## src/rtl/m31_pkg.sv

```systemverilog
// Shared Mersenne-31 field definitions: element type, modulus, the
// inversion exponent, the inverter FSM state encoding and a helper
// that folds a 62-bit product back into a canonical field element.
package m31_pkg;

    typedef logic [30:0] m31_t;

    // Field modulus 2^31 - 1.
    localparam m31_t P_M31 = 31'h7FFFFFFF;

    // Fermat exponent P_M31 - 2. Bit 30 seeds acc, bit 1 is the only clear bit.
    localparam m31_t M31_INV_EXP = 31'h7FFFFFFD;

    // Starting bit of the square-and-multiply scan (bit 30 is the seed).
    localparam logic [4:0] M31_INV_TOP_BIT = 5'd29;

    typedef enum logic [1:0] {
        IDLE = 2'd0,
        SQR  = 2'd1,
        MUL  = 2'd2,
        DONE = 2'd3
    } m31_inv_state_e;

    // Fold a product of two canonical elements: 2^31 == 1 mod P, so
    // add high and low halves, fold the carry once more, and map P to 0.
    function automatic m31_t m31_reduce(input logic [61:0] p);
        logic [31:0] s;
        m31_t        t;
        s = {1'b0, p[61:31]} + {1'b0, p[30:0]};
        t = s[30:0] + {30'b0, s[31]};
        return (t == P_M31) ? '0 : t;
    endfunction

    // Map the non-canonical encoding of zero onto zero.
    function automatic m31_t m31_canon(input m31_t x);
        return (x == P_M31) ? '0 : x;
    endfunction

endpackage

```

## src/rtl/m31_mul.sv

```systemverilog
// Fixed-latency modular multiplier over GF(2^31 - 1).
// Stage 1 registers the raw 62-bit product; the reduction runs in the
// following cycle and LAT-1 further registers carry the reduced result,
// so p_o reflects operands driven LAT cycles earlier. No valid tracking:
// the caller knows when to sample.
module m31_mul
    import m31_pkg::*;
#(
    parameter int LAT = 4
) (
    input  logic clk,
    input  logic rst_n,
    input  m31_t a_i,
    input  m31_t b_i,
    output m31_t p_o
);

    logic [61:0] prod_reg;
    m31_t        red;

    // First pipeline stage: raw product of the two canonical operands.
    always_ff @(posedge clk) begin
        if (!rst_n) begin
            prod_reg <= '0;
        end else begin
            prod_reg <= {31'b0, a_i} * {31'b0, b_i};
        end
    end

    assign red = m31_reduce(prod_reg);

    generate
        if (LAT == 1) begin : g_lat1
            assign p_o = red;
        end else begin : g_pipe
            m31_t stage_reg [0:LAT-2];

            for (genvar gi = 0; gi < LAT - 1; gi++) begin : g_stage
                // Delay stage gi of the reduced result.
                always_ff @(posedge clk) begin
                    if (!rst_n) begin
                        stage_reg[gi] <= '0;
                    end else if (gi == 0) begin
                        stage_reg[gi] <= red;
                    end else begin
                        stage_reg[gi] <= stage_reg[(gi == 0) ? 0 : gi - 1];
                    end
                end
            end

            assign p_o = stage_reg[LAT-2];
        end
    endgenerate

endmodule

```

## src/rtl/m31_inv.sv

```systemverilog
// Multiplicative inverse over GF(2^31 - 1) by Fermat: x^(P-2), computed
// left-to-right with one shared m31_mul. 30 squares plus 29 multiplies,
// each taking MUL_LAT+1 cycles (issue + MUL_LAT waits). The accept edge
// only registers the raw operand; the following cycle canonicalises it
// and seeds acc, keeping the P_M31 compare off the input-port path.
// Optional feature: `M31_INV_ZERO_FLAG_EN adds the zero_o output.
module m31_inv
    import m31_pkg::*;
#(
    parameter int MUL_LAT = 4
) (
    input  logic clk,
    input  logic rst_n,
    input  logic in_valid,
    output logic in_ready,
    input  m31_t a_i,
    output logic out_valid,
    input  logic out_ready,
    output m31_t res_o
`ifdef M31_INV_ZERO_FLAG_EN
    ,
    output logic zero_o
`endif
);

    localparam int              CW       = (MUL_LAT < 2) ? 1 : $clog2(MUL_LAT + 1);
    localparam logic [CW-1:0]   CYC_LAST = CW'(MUL_LAT);

    m31_inv_state_e state_reg, state_next;

    logic [4:0]    bit_reg;
    logic [CW-1:0] cyc_reg;
    logic          seed_reg;
    m31_t          raw_reg;
    m31_t          x_reg;
    m31_t          acc_reg;
    m31_t          res_reg;
`ifdef M31_INV_ZERO_FLAG_EN
    logic          zero_reg;
`endif

    logic  accept;
    logic  in_op;
    logic  op_done;
    logic  exp_bit;
    logic  last_bit;
    m31_t  mul_b;
    m31_t  mul_p;

    assign in_op    = (state_reg == SQR) || (state_reg == MUL);
    assign op_done  = in_op && !seed_reg && (cyc_reg == CYC_LAST);
    assign exp_bit  = M31_INV_EXP[bit_reg];
    assign last_bit = (bit_reg == 5'd0);
    assign accept   = in_valid && in_ready;

    // Squares use acc for both operands; multiplies bring in x.
    assign mul_b = (state_reg == MUL) ? x_reg : acc_reg;

    m31_mul #(
        .LAT (MUL_LAT)
    ) u_mul (
        .clk   (clk),
        .rst_n (rst_n),
        .a_i   (acc_reg),
        .b_i   (mul_b),
        .p_o   (mul_p)
    );

    // State register.
    always_ff @(posedge clk) begin
        if (!rst_n) begin
            state_reg <= IDLE;
        end else begin
            state_reg <= state_next;
        end
    end

    // Next-state decode and handshake outputs.
    always_comb begin
        state_next = state_reg;
        in_ready   = 1'b0;
        out_valid  = 1'b0;
        case (state_reg)
            IDLE: begin
                in_ready = rst_n;
                if (in_valid && rst_n) begin
                    state_next = SQR;
                end
            end
            SQR: begin
                if (op_done) begin
                    if (exp_bit) begin
                        state_next = MUL;
                    end else if (last_bit) begin
                        state_next = DONE;
                    end else begin
                        state_next = SQR;
                    end
                end
            end
            MUL: begin
                if (op_done) begin
                    state_next = last_bit ? DONE : SQR;
                end
            end
            DONE: begin
                out_valid = 1'b1;
                if (out_ready) begin
                    state_next = IDLE;
                end
            end
            default: begin
                state_next = IDLE;
            end
        endcase
    end

    // Operand capture, seeding and per-operation cycle timing.
    always_ff @(posedge clk) begin
        if (!rst_n) begin
            raw_reg  <= '0;
            x_reg    <= '0;
            seed_reg <= 1'b0;
            cyc_reg  <= '0;
        end else begin
            seed_reg <= accept;
            if (accept) begin
                raw_reg <= a_i;
                cyc_reg <= '0;
            end else if (in_op && !seed_reg) begin
                cyc_reg <= op_done ? '0 : cyc_reg + CW'(1);
            end
            if (seed_reg) begin
                x_reg <= m31_canon(raw_reg);
            end
        end
    end

    // Accumulator and exponent bit pointer.
    always_ff @(posedge clk) begin
        if (!rst_n) begin
            acc_reg <= '0;
            bit_reg <= '0;
        end else begin
            if (accept) begin
                bit_reg <= M31_INV_TOP_BIT;
            end else if (op_done && !last_bit && ((state_reg == MUL) || !exp_bit)) begin
                bit_reg <= bit_reg - 5'd1;
            end
            if (seed_reg) begin
                acc_reg <= m31_canon(raw_reg);
            end else if (op_done) begin
                acc_reg <= mul_p;
            end
        end
    end

    // Result register, loaded as the final operation completes and held
    // through DONE regardless of out_ready.
    always_ff @(posedge clk) begin
        if (!rst_n) begin
            res_reg <= '0;
        end else if (op_done && (state_next == DONE)) begin
            res_reg <= mul_p;
        end
    end

    assign res_o = res_reg;

`ifdef M31_INV_ZERO_FLAG_EN
    // Zero flag decided from the raw operand during the seed cycle.
    always_ff @(posedge clk) begin
        if (!rst_n) begin
            zero_reg <= 1'b0;
        end else if (seed_reg) begin
            zero_reg <= (m31_canon(raw_reg) == '0);
        end
    end

    assign zero_o = zero_reg;
`endif

endmodule

```

## config.mk

```make
export PLATFORM = sky130hd
export DESIGN_NAME = m31_inv
export DESIGN_NICKNAME = d
export VERILOG_FILES = /design/src/rtl/m31_pkg.sv /design/src/rtl/m31_mul.sv /design/src/rtl/m31_inv.sv
export SDC_FILE = /design/constraint.sdc
export NUM_CORES = 2
export LEC_CHECK = 0
export ABC_AREA = 1
export BUFFER_PORTS_ARGS = -buffer_cell sky130_fd_sc_hd__buf_2
export CORE_UTILIZATION = 55
export CTS_CLUSTER_DIAMETER = 100
export DETAILED_ROUTE_END_ITERATION = 7
export PLACE_DENSITY = 0.76
export SETUP_SLACK_MARGIN = 0.2
export SYNTH_ARGS = -nofsm -noshare
export SYNTH_HDL_FRONTEND = slang
export SYNTH_SLANG_ARGS = --single-unit
```

## constraint.sdc

```tcl
create_clock -name clk -period 10.85 [get_ports clk]
set_clock_uncertainty 0.15 [all_clocks]
set_input_delay 1.085 -clock clk [delete_from_list [all_inputs] [get_ports clk]]
set_output_delay 1.085 -clock clk [all_outputs]
set_load 0.005 [all_outputs]
```

After elaboration in Yosys (flattened, before gate mapping)
Memories as Yosys holds them, arrays and structs flattened.
Cells that the tools add are included.

word-level totals
  flip-flop bits (word level) = 197
  bits in writable memories = 93
  memory bits (read-only) = 32
  bits of input ports = 35
  output and inout port bits = 33
  memories kept = 2

cells by class
  add/sub/neg operators = 4
  $mul = 1
  magnitude comparators = 1
  eq/ne operators = 7
  multiplexer cells = 23
  bitwise operators = 4
  reductions and logical operators = 17

memories
  name                    words  width  rd ports  clocked after memory_dff  write ports  RTL line       source
  u_mul.g_pipe.stage_reg  3      31     3         0                         3            m31_mul.sv:36  m31_t stage_reg [0:LAT-2];
  (name not given)        32     1      1         0                         0            m31_inv.sv:52  assign exp_bit = M31_INV_EXP[bit_reg];

operators by type and width
  operator              number
  $mux 31               8
  $eq 31x31->1 const B  2
  $mul 31x31->62        1
  $add 31x31->32        1
  $add 31x1->31         1
  $mux 2                6
  $mux 5                2
  $pmux 2 s4            1
  $logic_and 1x1->1     7
  $eq 2x2->1 const B    3
  $lt 5x6->1 const B    1
  $logic_not 5->1       1
  $mux 1                5
  $sub 5x1->5 const B   1
  $reduce_bool 2->1     2
  $add 3x1->3 const B   1
  $eq 3x3->1 const B    1
  $logic_not 1->1       3
  $mux 3                1
  $or 1x1->1            3
  $eq 2x1->1 const B    1
  $logic_not 2->1       1
  $logic_or 1x1->1      2
  $reduce_or 2->1       1
  $not 1->1             1

Longest topological paths before layout
  depth in word-level cells = 8
  gate-level depth with buffers = 38
  gate-level depth less buffers = 37

Hierarchy
Synthesis repeated with hierarchy kept, for this count alone.

second synthesis, totals
  cell total of the unflattened synthesis = 6249
  area total of the unflattened synthesis = 46088.0 sq um

by module, submodules not included
  module   times used  cells an instance  area an instance (sq um)
  m31_mul  1           5386               40116.0
  m31_inv  1           863                5972.0

Least setup slack after synthesis
OpenSTA, ideal clock, no wires.

  path type = register to register
  start = register state_reg[0]
  end = register u_mul.prod_reg[50]
  library setup time = 70 ps
  data arrival time = 7895 ps
  required time = 10630 ps
  path slack = 2736 ps
  cell stages (with the launch flop) = 35
  path buffers = 2
  period minus slack after synthesis = 8114 ps
  path through = dfxtp_1 > inv_1 > ha_1 > clkinv_1 > clkbuf_1 > nor2_1 > nor2_1 > a21oi_1 > clkbuf_1 > nor2_1 > fa_1 > fa_1 > fa_1 > inv_1 > fa_1 > inv_1 > fa_1 > inv_1 > fa_1 > inv_1 > fa_1 > fa_1 > ha_1 > nand2_1 > nor2_1 > inv_1 > nor2_1 > inv_1 > nor4_1 > a21oi_1 > o21ai_0 > a21oi_1 > o21ai_0 > o21ai_0 > a21oi_1

between the ends
  longest elaborated chain between the ends = 3

RTL lines
  element                   RTL line       source
  start: declaration        m31_inv.sv:29  m31_inv_state_e state_reg, state_next;
  start signal: assignment  m31_inv.sv:74  state_reg <= state_next;
  $eq 2x2->1                m31_inv.sv:57  assign mul_b = (state_reg == MUL) ? x_reg : acc_reg;
  $mux 31                   m31_inv.sv:57
  $mul 31x31->62            m31_mul.sv:26  prod_reg <= {31'b0, a_i} * {31'b0, b_i};
  end signal: assignment    m31_mul.sv:26
  end: declaration          m31_mul.sv:18  logic [61:0] prod_reg;

No other way between the ends.
A chain may end at the register's enable or synchronous reset.

Final worst setup path
  start = register state_reg[0]
  end = register u_mul.prod_reg[55]

Same word-level chain as after synthesis.

==> results.md <==
* Drt pass-1 iters at 7
* Fin nets at approximately 6700
* Final setup TNS at 0 ps
* Synth Area per Inst at slightly below 8 um2
* Most frequent cell after synthesis: inv_1
* EDFF count, synth at 0
* Post-CTS Setup Bufs at 0
* Register area share after synthesis at 0.134
* Initial DRC count at approximately 3500
* Cell Pwr Density at slightly above 100 mW/mm2
* Fmax at a little over 100 MHz
* Share of cells above drive strength 1 at 0.0639
* Top cells by area, synth: fa_1 (39%), dfxtp_1 (13%), inv_1 (9.8%), nand2_1 (9.5%), ha_1 (8.6%)
* Final hold violations at 0
* Critical Path End Type: flip-flop
* Hold_buf cts at 0
* Final period utilization at 0.909
* Antenna-violating nets left at 0
* Status: completed
* Most frequent CP cell: fa_1
* R2r startpoint: state_reg[0]$_SDFF_PN0_
* Post-CTS sizing at 0
* Net Count, Synth at about 6700
* Initial Utilization at 0.557
* Gr ovfl total at 0
* Hold Crit Class: flip-flop to flip-flop
* Initial antenna violation count at 5
* Setup Viol. Count Final at 0
* DR vias/cell at approximately 5.7
* Chip width at 282 um
* Crit path arrival time at 10200 ps
* Total wire length at between 100000 and 150000 um
* Ys flop type: dfxtp_1
* Clk sinks at just under 300
* Crit path launch: state_reg[0]$_SDFF_PN0_
* Rel. slew slack at 0.0187
* Area Overhead vs Synth at 5.84%
* GRT Overall Usage at 0.379
* Yosys reg bits at 290
* Drt drc at 0
* Worst path max stage delay at roughly 1200 ps
* Leak at about 23 nW
* Clock slew at reported path FFs at roughly 70 ps
* CTS Buf Count at 28
* First-pass GRT wire length at around 220000 um
* IO Count at between 60 and 70
* Yosys cell types at 46
* Crit Path Max Fanout at 18
* Fin crit period at ~9900 ps
* Max reg flops at 93
* Hold wc startpoint: u_mul.g_pipe.stage_reg[0][1]$_SDFF_PP0_
* Vias at about 37000
* Post-Syn Instances at ~5500
* Synth top area share at 0.388
* Yosys top cell by area: fa_1
* Filler Cell Count at roughly 7200
* YS warnings at 0
* GPL Wtd Cong at around 1.1
* Worst-margin pin slew at roughly 1500 ps
* Die Area at 0.0797 mm2
* Vias in the first global route at 38100
* Max-slew violations at 0
* Post-synth top cells: inv_1 (1133), nand2_1 (1094), fa_1 (838), nor2_1 (802), ha_1 (297)
* CTS Buffer Depth at 3
* Crit path kind: flip-flop to flip-flop
* Place WS at 1350 ps
* MaxCap Viol Count at 0
* # port buffers at 67
* # rows at slightly above 100
* Crit path required time at approximately 11000 ps
* WL per Instance at between 20 and 25 um
* Critical path launch point type: flip-flop
* CTS Root Buffer Type: clkbuf_16
* Worst path slowest cell: o21ai_0
* Post-Syn Area at 0.0432 mm2
* # H-tree levels at 1
* Synth async-reset ratio at 0
* Max VDD drop at about 0.16 mV
* Die height at around 280 um
* Pin count of the biggest net entering global routing at 85
* Detail Placement HPWL at around 120000 um
* CTS tree: built
* Core area at around 0.078 mm2
* RSZ-0062 raised after global routing: false
* Clk Latency, worst-skew pair at 580 ps
* Post-route setup slack at ~1000 ps
[layout by cell type, fill, tap and decap left out, types with 9 or more instances in the layout]
| master | n |
|---|---|
| a21oi_1 | 203 |
| a21oi_2 | 16 |
| a31oi_1 | 49 |
| buf_2 | 66 |
| buf_4 | 97 |
| clkbuf_16 | 28 |
| clkinv_1 | 28 |
| dfxtp_1 | 290 |
| fa_1 | 838 |
| ha_1 | 297 |
| inv_1 | 1132 |
| inv_2 | 20 |
| nand2_1 | 1093 |
| nand2_2 | 32 |
| nand3_1 | 138 |
| nand3_2 | 11 |
| nand4_1 | 26 |
| nor2_1 | 802 |
| nor2_2 | 52 |
| nor4_1 | 9 |
| o21a_1 | 18 |
| o21ai_0 | 178 |
| o21ai_1 | 13 |
[metal layers]
metal,up-vias,track usage,routed length [um]
li1,16300,-,-
met1,18200,0.479,54800
met2,2173,0.585,64600
met3,537,0.109,18000
met4,4,0.212,9930
met5,-,0,31
[power by group]
| part | switching (mW) | internal (mW) | total (mW) | leakage, nW |
|---|---|---|---|---|
| logic | 1.59 | 0.714 | 2.31 | 20.1 |
| clock network | 0.449 | 0.555 | 1.00 | 0.450 |
| registers | 0.0938 | 1.20 | 1.30 | 2.36 |
| total | 2.14 | 2.47 | 4.61 | 23.0 |
[per-stage QoR]
stage | cell area (um2) | hold WS [ps] | std cells | utilization | total power, mW
6_report | 45800 | 262 | 6565 | 0.590 | 4.61
3_3_place_gp | 44800 | 245 | 6513 | 0.578 | 3.52
2_1_floorplan | 43200 | 240 | 5521 | - | 2.69
5_1_grt | 45800 | 277 | 6564 | 0.590 | 4.85
3_5_place_dp | 44800 | 248 | 6513 | 0.578 | 3.54
4_1_cts | 45800 | 265 | 6564 | 0.590 | 4.56
[logic make-up after synthesis]
group | share of synthesized area
compound gates | 0.0629
flops | 0.134
xor+xnor | 0.00162
buf+inv | 0.122
fa+ha+maj | 0.474
simple gates | 0.206
[layout make-up]
| cell class | count | area, um2 | area share |
|---|---|---|---|
| Tap cell | 1040 | 1300 | 0.0284 |
| Inverter | 1180 | 4430 | 0.0968 |
| Clock buffer | 37 | 774 | 0.0169 |
| Multi-Input combinational cell | 3839 | 32200 | 0.704 |
| Sequential cell | 290 | 5810 | 0.127 |
| Antenna cell | 1 | 2.50 | 0.0000547 |
| Clock inverter | 14 | 153 | 0.00334 |
| Timing Repair Buffer | 164 | 1070 | 0.0234 |
[worst max-delay path: cells and delay by family (launching register included)]
kind / cells / cell delay (ps)
and+or+nand+nor: 3 / 290
buffers and inverters: 8 / 1850
DFF: 1 / 330
AOI/OAI and AO/OA: 10 / 2970
adders and majority gates: 9 / 4120
[worst paths after layout]
check,cells after the start,slack (ps),end
hold reg to reg,2,260,u_mul.g_pipe.stage_reg[1][1]$_SDFF_PN0_
setup / recovery,30,980,u_mul.prod_reg[55]$_SDFF_PN0_
hold / removal,2,260,u_mul.g_pipe.stage_reg[1][1]$_SDFF_PN0_
setup reg to reg,30,980,u_mul.prod_reg[55]$_SDFF_PN0_
(Power assumes the default switching activity.)
